$ cat config.mk
export PLATFORM = sky130hd
export DESIGN_NAME = mii_rx_framer
export DESIGN_NICKNAME = d
export VERILOG_FILES = /design/src/rtl/eth_pkg.sv /design/src/rtl/eth_crc32_byte.sv /design/src/rtl/mii_rx_framer.sv
export SDC_FILE = /design/constraint.sdc
export NUM_CORES = 1
export LEC_CHECK = 0
export ABC_AREA = 1
export BUFFER_PORTS_ARGS = -buffer_cell sky130_fd_sc_hd__buf_2
export CAP_MARGIN = 40
export CORE_UTILIZATION = 60
export CTS_CLUSTER_SIZE = 25
export DETAILED_ROUTE_END_ITERATION = 16
export PLACE_DENSITY = 0.92
export SYNTH_ARGS = -nofsm -noshare
export SYNTH_HDL_FRONTEND = slang
export SYNTH_HIERARCHICAL = 1
export SYNTH_SLANG_ARGS = --single-unit
$ cat constraint.sdc
create_clock -name clk -period 3.96 [get_ports clk]
set_input_delay 0.792 -clock clk [delete_from_list [all_inputs] [get_ports clk]]
set_output_delay 0.792 -clock clk [all_outputs]
set_load 0.03 [all_outputs]
$ cat src/rtl/eth_pkg.sv
// Shared Ethernet receive definitions: framer states, MII nibble codes, CRC-32 constants
// and default frame length limits.
package eth_pkg;

    typedef enum logic [1:0] {
        ST_IDLE     = 2'd0,
        ST_PREAMBLE = 2'd1,
        ST_DATA     = 2'd2,
        ST_DROP     = 2'd3
    } rx_state_e;

    localparam logic [3:0]  ETH_PREAMBLE_NIB = 4'h5;
    localparam logic [3:0]  ETH_SFD_NIB      = 4'hD;
    localparam logic [31:0] ETH_CRC_POLY     = 32'h04C11DB7;
    localparam logic [31:0] ETH_CRC_INIT     = 32'hFFFFFFFF;
    localparam logic [31:0] ETH_CRC_RESIDUE  = 32'hC704DD7B;

    localparam int ETH_MIN_LEN = 64;
    localparam int ETH_MAX_LEN = 1518;

    function automatic logic [31:0] bit_rev32(input logic [31:0] v);
        logic [31:0] r;
        for (int i = 0; i < 32; i++) begin
            r[i] = v[31-i];
        end
        return r;
    endfunction

endpackage

$ cat src/rtl/eth_crc32_byte.sv
// Combinational CRC-32 byte step (reflected, LSB first); shared by the receive and transmit paths.
module eth_crc32_byte
    import eth_pkg::*;
(
    input  logic [31:0] i_crc,
    input  logic [7:0]  i_data,
    output logic [31:0] o_crc
);

    localparam logic [31:0] CRC_POLY_REFL = bit_rev32(ETH_CRC_POLY);

    logic [31:0] w_c;

    always_comb begin
        w_c = i_crc;
        for (int i = 0; i < 8; i++) begin
            if (w_c[0] ^ i_data[i]) begin
                w_c = (w_c >> 1) ^ CRC_POLY_REFL;
            end else begin
                w_c = w_c >> 1;
            end
        end
    end

    assign o_crc = w_c;

endmodule

$ cat src/rtl/mii_rx_framer.sv
// MII receive framer: strips preamble/SFD, packs nibbles (low first) into a delimited byte stream.
// Defining MII_RX_FCS_CHECK_EN adds a CRC-32 residue check that flags bad frames.
module mii_rx_framer
    import eth_pkg::*;
#(
    parameter int MAX_LEN = ETH_MAX_LEN,
    parameter int MIN_LEN = ETH_MIN_LEN,
    parameter int LEN_W   = 11
) (
    input  logic             clk,
    input  logic             rst,
    input  logic [3:0]       phy_rxd,
    input  logic             phy_rx_dv,
    input  logic             phy_rx_er,
    output logic [7:0]       m_tdata,
    output logic             m_tvalid,
    output logic             m_tlast,
    output logic             m_tuser,
    output logic [LEN_W-1:0] frame_len,
    output logic             stat_ok,
    output logic             stat_err
);

    // Stream: m_tvalid is a one-cycle strobe with no ready; downstream must take every byte.
    // m_tlast and m_tuser are meaningful only while m_tvalid is high.

    logic [3:0]       r_rxd;
    logic             r_dv;
    logic             r_er;
    rx_state_e        r_state;
    logic             r_phase;
    logic [3:0]       r_lo;
    logic [7:0]       r_held;
    logic             r_have_held;
    logic [LEN_W-1:0] r_count;
    logic             r_err;
    logic             r_eof_pend;
    logic             r_eof_err;

    logic [7:0]       r_tdata;
    logic             r_tvalid;
    logic             r_tlast;
    logic             r_tuser;
    logic [LEN_W-1:0] r_frame_len;
    logic             r_stat_ok;
    logic             r_stat_err;

    logic [7:0]       w_byte;
    logic [LEN_W-1:0] w_count_inc;
    logic             w_over;
    logic             w_sfd_hit;
    logic             w_byte_done;
    logic             w_fcs_bad;
    logic             w_eof_err;

    assign w_byte      = {r_rxd, r_lo};
    assign w_count_inc = (r_count == {LEN_W{1'b1}}) ? r_count : r_count + 1'b1;
    assign w_over      = (r_count >= LEN_W'(MAX_LEN));
    assign w_sfd_hit   = (r_state == ST_PREAMBLE) && r_dv && (r_rxd == ETH_SFD_NIB);
    assign w_byte_done = (r_state == ST_DATA) && r_dv && r_phase && !w_over;
    // r_phase still high at end of frame means a dribble nibble was left unpaired
    assign w_eof_err   = r_err | r_phase | (r_count < LEN_W'(MIN_LEN)) | w_fcs_bad;

`ifdef MII_RX_FCS_CHECK_EN
    logic [31:0] r_crc;
    logic [31:0] w_crc_next;

    eth_crc32_byte u_crc (
        .i_crc  (r_crc),
        .i_data (w_byte),
        .o_crc  (w_crc_next)
    );

    always_ff @(posedge clk or negedge rst) begin
        if (!rst) begin
            r_crc <= ETH_CRC_INIT;
        end else if (w_sfd_hit) begin
            r_crc <= ETH_CRC_INIT;
        end else if (w_byte_done) begin
            r_crc <= w_crc_next;
        end
    end

    // The register shifts LSB first, so reverse it before comparing to the MSB-first residue.
    assign w_fcs_bad = (bit_rev32(r_crc) != ETH_CRC_RESIDUE);
`else
    assign w_fcs_bad = 1'b0;
`endif

    always_ff @(posedge clk or negedge rst) begin
        if (!rst) begin
            r_rxd       <= '0;
            r_dv        <= 1'b0;
            r_er        <= 1'b0;
            r_state     <= ST_IDLE;
            r_phase     <= 1'b0;
            r_lo        <= '0;
            r_held      <= '0;
            r_have_held <= 1'b0;
            r_count     <= '0;
            r_err       <= 1'b0;
            r_eof_pend  <= 1'b0;
            r_eof_err   <= 1'b0;
            r_tdata     <= '0;
            r_tvalid    <= 1'b0;
            r_tlast     <= 1'b0;
            r_tuser     <= 1'b0;
            r_frame_len <= '0;
            r_stat_ok   <= 1'b0;
            r_stat_err  <= 1'b0;
        end else begin
            r_rxd      <= phy_rxd;
            r_dv       <= phy_rx_dv;
            r_er       <= phy_rx_er;
            r_tvalid   <= 1'b0;
            r_tlast    <= 1'b0;
            r_tuser    <= 1'b0;
            r_stat_ok  <= 1'b0;
            r_stat_err <= 1'b0;

            // Closing byte goes out one cycle after detection so strobes never land back to back.
            if (r_eof_pend) begin
                r_eof_pend  <= 1'b0;
                r_have_held <= 1'b0;
                r_stat_ok   <= r_have_held && !r_eof_err;
                r_stat_err  <= !r_have_held || r_eof_err;
                if (r_have_held) begin
                    r_tvalid    <= 1'b1;
                    r_tdata     <= r_held;
                    r_tlast     <= 1'b1;
                    r_tuser     <= r_eof_err;
                    r_frame_len <= r_count;
                end else begin
                    r_frame_len <= '0;
                end
            end

            case (r_state)
                ST_IDLE: begin
                    if (r_dv) begin
                        r_state <= (r_rxd == ETH_PREAMBLE_NIB) ? ST_PREAMBLE : ST_DROP;
                    end
                end
                ST_PREAMBLE: begin
                    if (!r_dv) begin
                        r_state <= ST_IDLE;
                    end else if (w_sfd_hit) begin
                        r_state     <= ST_DATA;
                        r_phase     <= 1'b0;
                        r_err       <= 1'b0;
                        r_count     <= '0;
                        r_have_held <= 1'b0;
                    end else if (r_rxd != ETH_PREAMBLE_NIB) begin
                        r_state <= ST_DROP;
                    end
                end
                ST_DATA: begin
                    if (!r_dv) begin
                        r_state    <= ST_IDLE;
                        r_eof_pend <= 1'b1;
                        r_eof_err  <= w_eof_err;
                    end else begin
                        if (r_er) begin
                            r_err <= 1'b1;
                        end
                        if (!r_phase) begin
                            r_lo    <= r_rxd;
                            r_phase <= 1'b1;
                        end else begin
                            r_phase <= 1'b0;
                            if (w_over) begin
                                r_tvalid    <= 1'b1;
                                r_tdata     <= r_held;
                                r_tlast     <= 1'b1;
                                r_tuser     <= 1'b1;
                                r_frame_len <= LEN_W'(MAX_LEN);
                                r_stat_err  <= 1'b1;
                                r_have_held <= 1'b0;
                                r_state     <= ST_DROP;
                            end else begin
                                if (r_have_held) begin
                                    r_tvalid <= 1'b1;
                                    r_tdata  <= r_held;
                                end
                                r_held      <= w_byte;
                                r_have_held <= 1'b1;
                                r_count     <= w_count_inc;
                            end
                        end
                    end
                end
                default: begin
                    if (!r_dv) begin
                        r_state <= ST_IDLE;
                    end
                end
            endcase
        end
    end

    assign m_tdata   = r_tdata;
    assign m_tvalid  = r_tvalid;
    assign m_tlast   = r_tlast;
    assign m_tuser   = r_tuser;
    assign frame_len = r_frame_len;
    assign stat_ok   = r_stat_ok;
    assign stat_err  = r_stat_err;

endmodule

After elaboration in Yosys (flattened, before gate mapping). Cells that the tools add are included.

Magnitude comparators: 2. Equal/unequal tests: 18. Bitwise gates (word level): 5. Multiplexer cells: 70. Add/sub/neg operators: 1. Reduce and logical (&&, ||, !) cells: 15.

Operator list (number): 11-bit 2-to-1 mux (12); 8-bit 2-to-1 mux (7); 1-bit 2-to-1 mux (37); 11-bit case mux with 2 select lines (1); 2-bit 2-to-1 mux (9); 2-bit inequality test, second input constant (8); 11-bit by 1-bit adder with 11-bit output, second input constant (1); 11-bit == test, second input constant (1); 11-bit >= comparator, second input constant (1); 11-bit by 7-bit < comparator with 1-bit output, second input constant (1); 5-bit AND reduction (2); 4-bit by 3-bit inequality test with 1-bit output, second input constant (2); 4-bit AND reduction (2); 7-bit AND reduction (1); 3-bit inequality test, second input constant (2); 1-bit case mux with 2 select lines (3); 2-bit case mux with 3 select lines (1); 4-bit by 3-bit == test with 1-bit output, second input constant (1); 4-bit == test, second input constant (1); 4-bit by 1-bit inequality test with 1-bit output, second input constant (1); 1-bit logical AND (3); 1-bit inverter (3); 3-bit AND reduction (1); 2-bit by 1-bit == test with 1-bit output, second input constant (1); other kinds (7) (9).

Output and inout port bits: 24. Register bits after elaboration: 60.

Depth between registers and ports, before layout. Gate-level depths: netlist (run 1).

Word-level depth: 7. Gate-level depth with buffers: 11. Gate-level depth less buffers: 10.

Worst setup path after synthesis (run 1). No wires, ideal clock.

Path type: register -> register. From: reg r_count[0]. To: reg r_held[0]. Period minus slack after synthesis: 1630 ps. Data arrival time: 1514 ps. Path slack: 2330 ps. Cell stages (with the launch flop): 11. Cells stage by stage: dfrtp_1 inv_1 ha_1 nor2_1 o21ai_1 nand2_2 nand3_2 nor2_2 inv_2 nand2_1 nand2_1.

Word-level cells in the longest chain between the ends: 3.

Ends and longest elaborated chain: start: declaration (line mii_rx_framer.sv:35) `logic [LEN_W-1:0] r_count;`; start signal: assignment (line mii_rx_framer.sv:187) `r_count <= w_count_inc;`; 11-bit >= comparator (line mii_rx_framer.sv:58) `assign w_over = (r_count >= LEN_W'(MAX_LEN));`; 1-bit inverter (no source line); 4-bit AND reduction (no source line); end signal: assignment (line mii_rx_framer.sv:185) `r_held <= w_byte;`; end: declaration (line mii_rx_framer.sv:33) `logic [7:0] r_held;`.

No other way between the ends. A chain may end at the register's enable or synchronous reset.

Worst setup path after layout (run 1).
From: reg r_state[0]. To: reg r_held[4].

Word-level cells in the longest chain between the ends: 2.

Ends and longest elaborated chain: start: declaration (line mii_rx_framer.sv:30) `rx_state_e r_state;`; start signal: assignment (line mii_rx_framer.sv:141) `r_state <= (r_rxd == ETH_PREAMBLE_NIB) ? ST_PREAMBLE : ST_DROP;`; 2-bit == test (line mii_rx_framer.sv:138) `case (r_state)`; 4-bit AND reduction (no source line).

No other way between the ends.

==> metrics.md, run 1 <==
| Metric | Value |
|---|---|
| Relative slew slack | `46.4%` |
| Initial antenna violation count | `0` |
| Vias in the first global route | `between 2000 and 2500` |
| DR iter-0 viols | `approximately 260` |
| TritonCTS Buffers | `9` |
| Root Buffer Master | `clkbuf_8` |
| Share of layout cells above drive strength 1 | `between 10% and 20%` |
| WL/cell | `about 13 um` |
| Final setup viols | `0` |
| CP Data Arrival Time | `about 2.3 ns` |
| Setup TNS | `0 ns` |
| Yosys warning count | `6` |
| Post-layout util | `about 73%` |
| Final ANT Viol Nets | `0` |
| Clk slew on worst S/H paths | `roughly 0.070 ns` |
| Syn_nets | `383` |
| Critical Path End Type | `register` |
| Post-synth top cells | `nand2_1, dfrtp_1, inv_1, nor2_1, nand3_1` |
| Site Rows | `25` |
| CP max stage delay | `0.43 ns` |
| Port buffer count | `31` |
| First-pass GRT wire length | `between 10 and 15 mm` |
| Postcts setup bufs | `0` |
| Most frequent cell after synthesis | `nand2_1` |
| Post-CTS resize count | `0` |
| RSZ-0062 raised after global routing | `no` |
| Maximum vdd ir drop | `roughly 0.31 mV` |
| Clk_skew | `between 0.007 and 0.008 ns` |
| Min cycle time layout | `approximately 2.1 ns` |
| Overall die width | `roughly 72 um` |
| Fmax | `around 480 MHz` |
| DR vias | `around 2700` |
| Critical path startpoint category | `register` |
| Max cap viols | `0` |
| Via density | `roughly 5.6` |
| Critical path, cell by cell | `inv_1, ha_1, nand2_1, inv_1, nand3_2, nor2_2, inv_2, nand2_1, nand2_1` |
| Ys async rst share | `between 90% and 100%` |
| CTS Hold Bufs | `0` |
| Final Slew Violations | `0` |
| Cells after Synth | `roughly 370` |
| FF+latch count, synth | `60` |
| Final Hold Fails | `0` |
| Total track usage | `between 20% and 30%` |
| Maximum clock path buffer count | `2` |
| Synthesized area per cell | `between 7 and 8 sq um` |
| Placed cell count | `approximately 460` |
| ANT cells | `0` |
| CTS tree | `built` |
| Layout net count | `419` |
| Syn Std Cell Area | `just under 0.003 sq mm` |
| Register area share after synthesis | `between 50% and 60%` |
| Sink Count | `60` |
| Fillers | `around 320` |
| Slowest stage cell, crit path | `ha_1` |
| CTS H-tree lvls | `3` |
| Top post-synthesis cells by area | `dfrtp_1, nand2_1, inv_1, nand3_1, nor2_1` |
| Synth-to-Final Area Change | `17.0%` |
| Drt total wl | `~6.4 mm` |
| Synth top area share | `51.0%` |
| Final hold slack | `0.378 ns` |
| Synth cell types | `30` |
| Post-route clock period utilization | `around 52%` |
| Placed wire-length estimate | `roughly 4.3 mm` |
| Drt drc | `0` |
| Hold Path Class | `primary input to asynchronous set/reset pin` |
| Die Footprint | `about 0.0052 sq mm` |
| Register-to-Register Path Depth | `9` |
| Ports | `32` |
| Core ar. | `0.00472 sq mm` |
| GRT overflow | `0` |
| Worst-margin pin slew | `~0.80 ns` |
| WP data required | `about 4.2 ns` |
| First-pass detailed-route iteration total | `6` |
| Routability cong. | `between 0.9 and 1` |
| Worst setup path class | `register to register` |
| EDFF count, synth | `0` |
| Largest net degree at the start of global routing | `28` |
| Chip Height | `between 70 and 80 um` |
| Leak pwr | `0.00180 uW` |
| Worst skew pair latency | `0.34 ns` |
| Power density cells | `around 660 mW/mm^2` |
| Most numerous cell on the critical path | `nand2_1` |
| Initial Util | `around 62%` |
| Post-route insts no fill | `about 480` |
| CP max FO | `10` |
| Synth area leader | `dfrtp_1` |
| Primary FF master, synth | `dfrtp_1` |
| Status | `finished clean` |
[layer usage]
layer	up-vias	GRT usage [%]	share of wire [%]
met4	0	17.4	3.7
met2	137	41.3	48
met3	27	4.31	6.6
met1	1239	35.0	42
li1	1248	-	-
met5	-	0	0
[state kept, by name, summed over array words and instances, names as in the netlist, 2 cells and up]
| signal | cells |
|---|---|
| r_held | 8 |
| r_lo | 4 |
| frame_len | 11 |
| m_tdata | 8 |
| r_rxd | 4 |
| r_count | 11 |
| r_state | 2 |
[cells in the final DEF (no fill, tap or decap)]
| master | synthesis | layout |
|---|---|---|
| inv_1 | 47 | 47 |
| a41oi_1 | 1 | 1 |
| o211ai_1 | 8 | 8 |
| nor3b_1 | 1 | 1 |
| nor2_2 | 2 | 2 |
| nand2_4 | 3 | 3 |
| bufinv_16 | 0 | 4 |
| nor3_1 | 2 | 2 |
| inv_2 | 1 | 1 |
| ha_1 | 6 | 6 |
| xor2_1 | 4 | 4 |
| dfrtp_1 | 60 | 60 |
| buf_2 | 3 | 31 |
| clkinv_1 | 2 | 2 |
| nand2_1 | 128 | 128 |
| nand3_1 | 27 | 27 |
| a2bb2oi_1 | 1 | 1 |
| o22ai_1 | 3 | 3 |
| nor3_2 | 1 | 1 |
| a21oi_2 | 1 | 1 |
| nand3_2 | 1 | 1 |
| clkbuf_8 | 0 | 11 |
| nor2_1 | 32 | 32 |
| o21ai_0 | 11 | 11 |
| nand4_1 | 7 | 7 |
| buf_4 | 1 | 1 |
| o21ai_1 | 2 | 2 |
| buf_16 | 0 | 1 |
| nand2_2 | 3 | 3 |
| a21oi_1 | 3 | 3 |
| o221ai_1 | 4 | 4 |
[final timing paths]
check,startpoint,to,slack (ns)
worst max-delay path,r_state[0],r_held[4],1.88
worst min-delay path,rst,m_tdata[3],0.38
worst max register to register,r_state[0],r_held[4],1.88
worst min register to register,r_held[6],m_tdata[6],0.47
max in group asynchronous,rst,r_eof_pend,2.81
min in group clk,r_held[6],m_tdata[6],0.47
[critical path: cells and delay by family (launching register included)]
family,cells,cell delay [ns]
DFF,1,0.41
buffers and inverters,3,0.36
adders and majority gates,1,0.43
and+or+nand+nor,5,0.76
[power breakdown]
part           switching [uW]  internal [uW]  total, uW  leakage [uW]
combinational             430            206        635      0.000876
clock                     235            513        748      0.000136
sequential                129            746        875      0.000787
[stage by stage]
step	total power (uW)	worst slack, ns	instance area [sq um]
6_report	2260	1.88	3450
5_1_grt	2380	1.74	3450
4_1_cts	2260	1.90	3450
3_5_place_dp	1500	1.92	3180
3_3_place_gp	1460	2.02	3150
2_1_floorplan	1340	2.33	2950
[final cells by class]
type | count | area [sq um] | area share, %
Multi-Input combinational cell | 251 | 1210 | 35.2
Clock buffer | 11 | 151 | 4.39
Clock inverter | 4 | 120 | 3.48
Tap cell | 67 | 83.8 | 2.43
Inverter | 50 | 188 | 5.44
Timing Repair Buffer | 33 | 190 | 5.52
Sequential cell | 60 | 1500 | 43.6
[kinds of logic (layout without fill, tap and decap cells)]
kind of cell,Yosys count,after routing,share of synthesized area [%]
AND/OR/NAND/NOR,207,207,29.9
XOR/XNOR,4,4,1.19
adder cells (fa/ha/maj),6,6,2.55
AO/OA/AOI/OAI,34,34,7.47
flip-flops,60,60,51.0
buffers and inverters,58,98,7.90
Note: power is estimated with default switching activity, not from simulation.
==> run 2: changes to the inputs <==
- CORE_UTILIZATION: 60 -> 58
- PLACE_DENSITY: 0.92 -> 0.9
- clock period: 3.96 -> 2.07 ns (I/O delays scaled with it)
==> metrics.md, run 2 (synthesis gave the netlist of run 1 again) <==
| Metric | Value |
|---|---|
| CP max FO | `11 (+1)` |
| Status | `finished clean` |
| Total track usage | `26.2% (-0.50 points)` |
| Maximum vdd ir drop | `0.679 mV (+120%)` |
| Sink Count | `60 (unchanged)` |
| Relative slew slack | `72.4% (+26 points)` |
| DP Area | `0.00318 sq mm (unchanged)` |
| Final WS setup | `0.177 ns (-1.71 ns)` |
| Initial antenna violation count | `0 (unchanged)` |
| Initial Util | `61.2% (-1.2 points)` |
| Die Footprint | `0.00537 sq mm (+3.3%)` |
| Final setup viols | `0 (unchanged)` |
| Post-route clock period utilization | `91.4% (+39 points)` |
| WP data required | `2.35 ns (-1.84 ns)` |
| Port buffer count | `31 (unchanged)` |
| Power density cells | `1190 mW/mm^2 (+82%)` |
| CP Data Arrival Time | `2.17 ns (-0.14 ns)` |
| Most frequent cells in the layout | `nand2_1, dfrtp_1, inv_1` |
| Via density | `5.27 (-5.3%)` |
| Placed wire-length estimate | `4.30 mm (-0.96%)` |
| Maximum clock path buffer count | `2 (unchanged)` |
| Fmax | `528 MHz (+9.7%)` |
| Setup TNS | `0 ns (unchanged)` |
| Max cap viols | `0 (unchanged)` |
| Commonest non-fill, non-tap cell in the layout | `nand2_1` |
| Hold Path Class | `primary input to asynchronous set/reset pin` |
| Placed cell count | `462 (+0.22%)` |
| Critical path startpoint category | `register` |
| Overall die width | `73.3 um (+1.7%)` |
| First-pass detailed-route iteration total | `4 (-2)` |
| Critical Path End Type | `register` |
| GRT overflow | `0 (unchanged)` |
| Ports | `32 (unchanged)` |
| Final ANT Viol Nets | `0 (unchanged)` |
| Clk slew on worst S/H paths | `0.07 ns (about the same)` |
| Vias in the first global route | `2373 (+2.2%)` |
| DR iter-0 viols | `208 (-20%)` |
| TritonCTS Buffers | `9 (unchanged)` |
| Share of layout cells above drive strength 1 | `14.8% (+0.17 points)` |
| Final Slew Violations | `0 (unchanged)` |
| DR vias | `2521 (-4.9%)` |
| Core ar. | `0.00482 sq mm (+2.0%)` |
| ANT cells | `0 (unchanged)` |
| Clk_skew | `0.00875 ns (+0.00162 ns)` |
| Worst-margin pin slew | `0.414 ns (-0.389 ns)` |
| CTS tree | `built` |
| Final Instance Area | `0.00340 sq mm (-1.4%)` |
| Largest net degree at the start of global routing | `61 (+120%)` |
| Drt total wl | `6.26 mm (-1.9%)` |
| Worst skew pair latency | `0.34 ns (about the same)` |
| Root Buffer Master | `clkbuf_8` |
| Final hold slack | `0.0470 ns (-0.331 ns)` |
| First-pass GRT wire length | `10.5 mm (-0.59%)` |
| RSZ-0062 raised after global routing | `no` |
| Chip Height | `73.3 um (+1.7%)` |
| Layout net count | `420 (+0.24%)` |
| Final Hold Fails | `0 (unchanged)` |
| Fillers | `364 (+15%)` |
| CTS H-tree lvls | `3 (unchanged)` |
| Site Rows | `25 (unchanged)` |
| Routability cong. | `0.934 (+0.38%)` |
| Leak pwr | `0.00177 uW (-1.6%)` |
| Worst setup path class | `register to register` |
| Drt drc | `0 (unchanged)` |
| Post-route insts no fill | `478 (+0.42%)` |
| Synth-to-Final Area Change | `15.4%` |
| Min cycle time layout | `1.89 ns (-0.184 ns)` |
| WL/cell | `13.1 um (-2.3%)` |
| DP Worst Slack | `0.228 ns (-1.70 ns)` |
-- run 2: changes by cell type in the layout (fill, tap and decap cells not counted) --
| cell | change |
|---|---|
| buf_12 | +1 |
| bufinv_16 | -2 |
| clkbuf_8 | -2 |
| clkbuf_1 | +1 |
| clkinv_4 | +1 |
| buf_4 | +1 |
| a21oi_4 | +1 |
| clkinv_2 | +1 |
| clkinvlp_4 | +2 |
| buf_16 | -1 |
| a21oi_2 | -1 |
-- run 2: stage by stage --
step / power (uW) / util [%]
finish: 4050 / 70.6
global route: 4330 / 70.6
CTS: 4040 / 70.4
detailed placement: 2890 / 65.9
global placement: 2830 / 65.9
floorplan: 2560 / -
-- run 2: path summary, 6_finish.rpt --
kind                                 start    endpoint  slack [ns]  cells past startpoint
max in group asynchronous              rst     m_tlast        1.72                      2
worst min-delay path                   rst    r_rxd[3]        0.05                      2
min in group clk                 phy_rx_er        r_er        0.18                      1
worst max-delay path            r_state[0]  r_count[9]        0.18                      9
worst max register to register  r_state[0]  r_count[9]        0.18                      9
worst min register to register     r_lo[3]   r_held[3]        0.48                      2
-- run 2: repair_timing --
action                                  in CTS  in global routing
endpoints found under the setup margin       0                  8
gates resized for setup                      0                  1
setup buffers                                0                  0
hold buffers                                 0                  0
-- run 2: area by class of cell --
class | instances | area, sq um | share of cell area (%)
flip-flops and latches | 60 | 1500 | 44.2
multi-input cells | 251 | 1220 | 35.9
well taps | 67 | 83.8 | 2.47
clock buffers | 10 | 128 | 3.75
clock inverters | 6 | 88.8 | 2.61
inverters | 50 | 188 | 5.52
repair buffers | 34 | 190 | 5.59
-- run 2: report_power, final --
part           switching (uW)  internal, uW
clock network             463           677
registers                 223          1430
logic                     853           410
-- run 2: critical path, cell delays in order (launching register included) --
cell and delay [ns]:
dfrtp_1 0.41, inv_1 0.10, ha_1 0.27, buf_4 0.21, nand2_1 0.09, nand3_1 0.19, clkinv_1 0.17, nand2_2 0.23
nand2_1 0.08, nand2_1 0.08
-- run 2: layer usage --
| metal | wire length [um] | global-route usage, % | vias up |
|---|---|---|---|
| li1 | - | - | 1241 |
| met1 | 2760 | 34.2 | 1182 |
| met2 | 2960 | 40.2 | 84 |
| met3 | 415 | 5.49 | 14 |
| met4 | 116 | 15.7 | 0 |
| met5 | 0 | 0 | - |
==> run 3: changes to the inputs <==
- CORE_MARGIN: not set -> 1.5
==> metrics.md, run 3 (synthesis gave the netlist of run 1 again) <==
| Metric | Value |
|---|---|
| DP Area | `0.00318 sq mm (unchanged)` |
| Post-route clock period utilization | `90.0% (-1.4 points)` |
| Worst-margin pin slew | `0.420 ns (+0.00564 ns)` |
| Worst setup path class | `register to register` |
| Max cap viols | `0 (unchanged)` |
| Final Hold Fails | `0 (unchanged)` |
| Port buffer count | `31 (unchanged)` |
| Final ANT Viol Nets | `0 (unchanged)` |
| Ports | `32 (unchanged)` |
| First-pass detailed-route iteration total | `5 (+1)` |
| Critical path, cell by cell | `inv_1, ha_1, buf_4, nand2_1, nand3_1, clkinv_1, nand2_2, nand2_1, nand2_1` |
| Largest net degree at the start of global routing | `61 (unchanged)` |
| Slowest stage cell, crit path | `dfrtp_1` |
| First-pass GRT wire length | `10.6 mm (+0.59%)` |
| Share of layout cells above drive strength 1 | `14.9% (+0.036 points)` |
| CP max FO | `11 (unchanged)` |
| Commonest non-fill, non-tap cell in the layout | `nand2_1` |
| CP Data Arrival Time | `2.14 ns (-0.03 ns)` |
| Initial Util | `61.2% (unchanged)` |
| Status | `finished clean` |
| Via density | `5.56 (+5.3%)` |
| Leak pwr | `0.00179 uW (+1.1%)` |
| Most frequent cells in the layout | `nand2_1, dfrtp_1, inv_1` |
| Core ar. | `0.00482 sq mm (unchanged)` |
| Layout net count | `420 (unchanged)` |
| Maximum clock path buffer count | `2 (unchanged)` |
| Critical path startpoint category | `register` |
| TritonCTS Buffers | `9 (unchanged)` |
| Site Rows | `25 (unchanged)` |
| Sink Count | `60 (unchanged)` |
| Chip Height | `74.3 um (+1.4%)` |
| Routability cong. | `0.952 (+1.9%)` |
| Critical Path End Type | `register` |
| Most numerous cell on the critical path | `nand2_1` |
| DR vias | `2650 (+5.1%)` |
| ANT cells | `0 (unchanged)` |
| Worst reg2reg startpoint | `r_state[0]` |
| CTS H-tree lvls | `3 (unchanged)` |
| RSZ-0062 raised after global routing | `no` |
| Power density cells | `1220 mW/mm^2 (+2.5%)` |
| CTS Hold Bufs | `0 (unchanged)` |
| Overall die width | `74.3 um (+1.4%)` |
| Total track usage | `25.5% (-0.71 points)` |
| WP data required | `2.35 ns (about the same)` |
| Final Slew Violations | `0 (unchanged)` |
| Placed wire-length estimate | `4.21 mm (-2.2%)` |
| DR iter-0 viols | `281 (+35%)` |
| Worst skew pair latency | `0.34 ns (about the same)` |
| Die Footprint | `0.00552 sq mm (+2.7%)` |
| Relative slew slack | `71.8% (-0.56 points)` |
| Vias in the first global route | `2392 (+0.80%)` |
| Clk_skew | `0.00571 ns (-0.00304 ns)` |
| Synth-to-Final Area Change | `16.3%` |
| Final setup viols | `0 (unchanged)` |
| Fmax | `537 MHz (+1.6%)` |
| CTS tree | `built` |
| Drt drc | `0 (unchanged)` |
| Setup TNS | `0 ns (unchanged)` |
| GRT overflow | `0 (unchanged)` |
| Root Buffer Master | `clkbuf_8` |
| CP max stage delay | `0.42 ns (about the same)` |
| Final Instance Area | `0.00343 sq mm (+0.77%)` |
| CP Launch Point | `r_state[0]` |
| Drt total wl | `6.45 mm (+3.1%)` |
| Maximum vdd ir drop | `0.553 mV (-19%)` |
| Initial antenna violation count | `0 (unchanged)` |
| Clk slew on worst S/H paths | `0.07 ns (about the same)` |
| Hold Path Class | `primary input to asynchronous set/reset pin` |
| Min cycle time layout | `1.86 ns (-0.0298 ns)` |
| WL/cell | `13.5 um (+3.3%)` |
==> run 3: cell count changes in the layout (fill, tap and decap cells not counted), sizes merged <==
cell / delta
bufinv: +1
clkinvlp: -2
==> run 3: stage by stage <==
step / utilization (%) / hold WS [ns] / std cells / setup slack (ns) / power, uW
2_1_floorplan: - / 0.118 / 369 / 0.440 / 2560
3_3_place_gp: 65.9 / 0.437 / 462 / 0.328 / 2830
3_5_place_dp: 65.9 / 0.442 / 462 / 0.231 / 2880
4_1_cts: 70.9 / 0.0825 / 477 / 0.197 / 4150
5_1_grt: 71.1 / 0.0936 / 477 / 0.0516 / 4440
6_report: 71.1 / 0.0685 / 477 / 0.207 / 4190
==> run 3: what timing repair did <==
action,CTS,global route
endpoints found under the hold margin,0,0
setup buffers,0,0
setup endpoints to repair,0,5
resized for setup,0,2
==> run 3: layer usage <==
metal | global-route usage, % | wire length [um]
met5 | 0 | 0
met4 | 15.2 | 183
met3 | 6.23 | 578
met2 | 39.8 | 3000
met1 | 32.3 | 2690
==> run 3: worst max-delay path, delay by kind of cell, from the launching register on <==
family	cells	cell delay (ns)
flops	1	0.42
buf+inv	3	0.47
simple gates	5	0.65
fa+ha+maj	1	0.27
==> run 3: power breakdown <==
group	switching [uW]	internal, uW	leakage, uW
Sequential	213	1430	0.000787
Clock	452	821	0.000122
Combinational	863	413	0.000880
Total	1530	2660	0.00179
==> run 3: worst paths after layout <==
| kind | end | cells after the start | slack (ns) |
|---|---|---|---|
| hold / removal | r_state[0] | 2 | 0.07 |
| max in group asynchronous | frame_len[8] | 2 | 1.73 |
| min in group clk | r_dv | 1 | 0.18 |
| hold reg to reg | m_tdata[6] | 2 | 0.48 |
| setup reg to reg | r_count[8] | 9 | 0.21 |
| setup / recovery | r_count[8] | 9 | 0.21 |
==> run 3: area by class of cell <==
type,count,area [sq um]
Clock buffer,10,138
Clock inverter,5,100
Sequential cell,60,1500
Multi-Input combinational cell,251,1220
Tap cell,67,83.8
Inverter,50,188
Fill cell,357,1390
Timing Repair Buffer,34,190
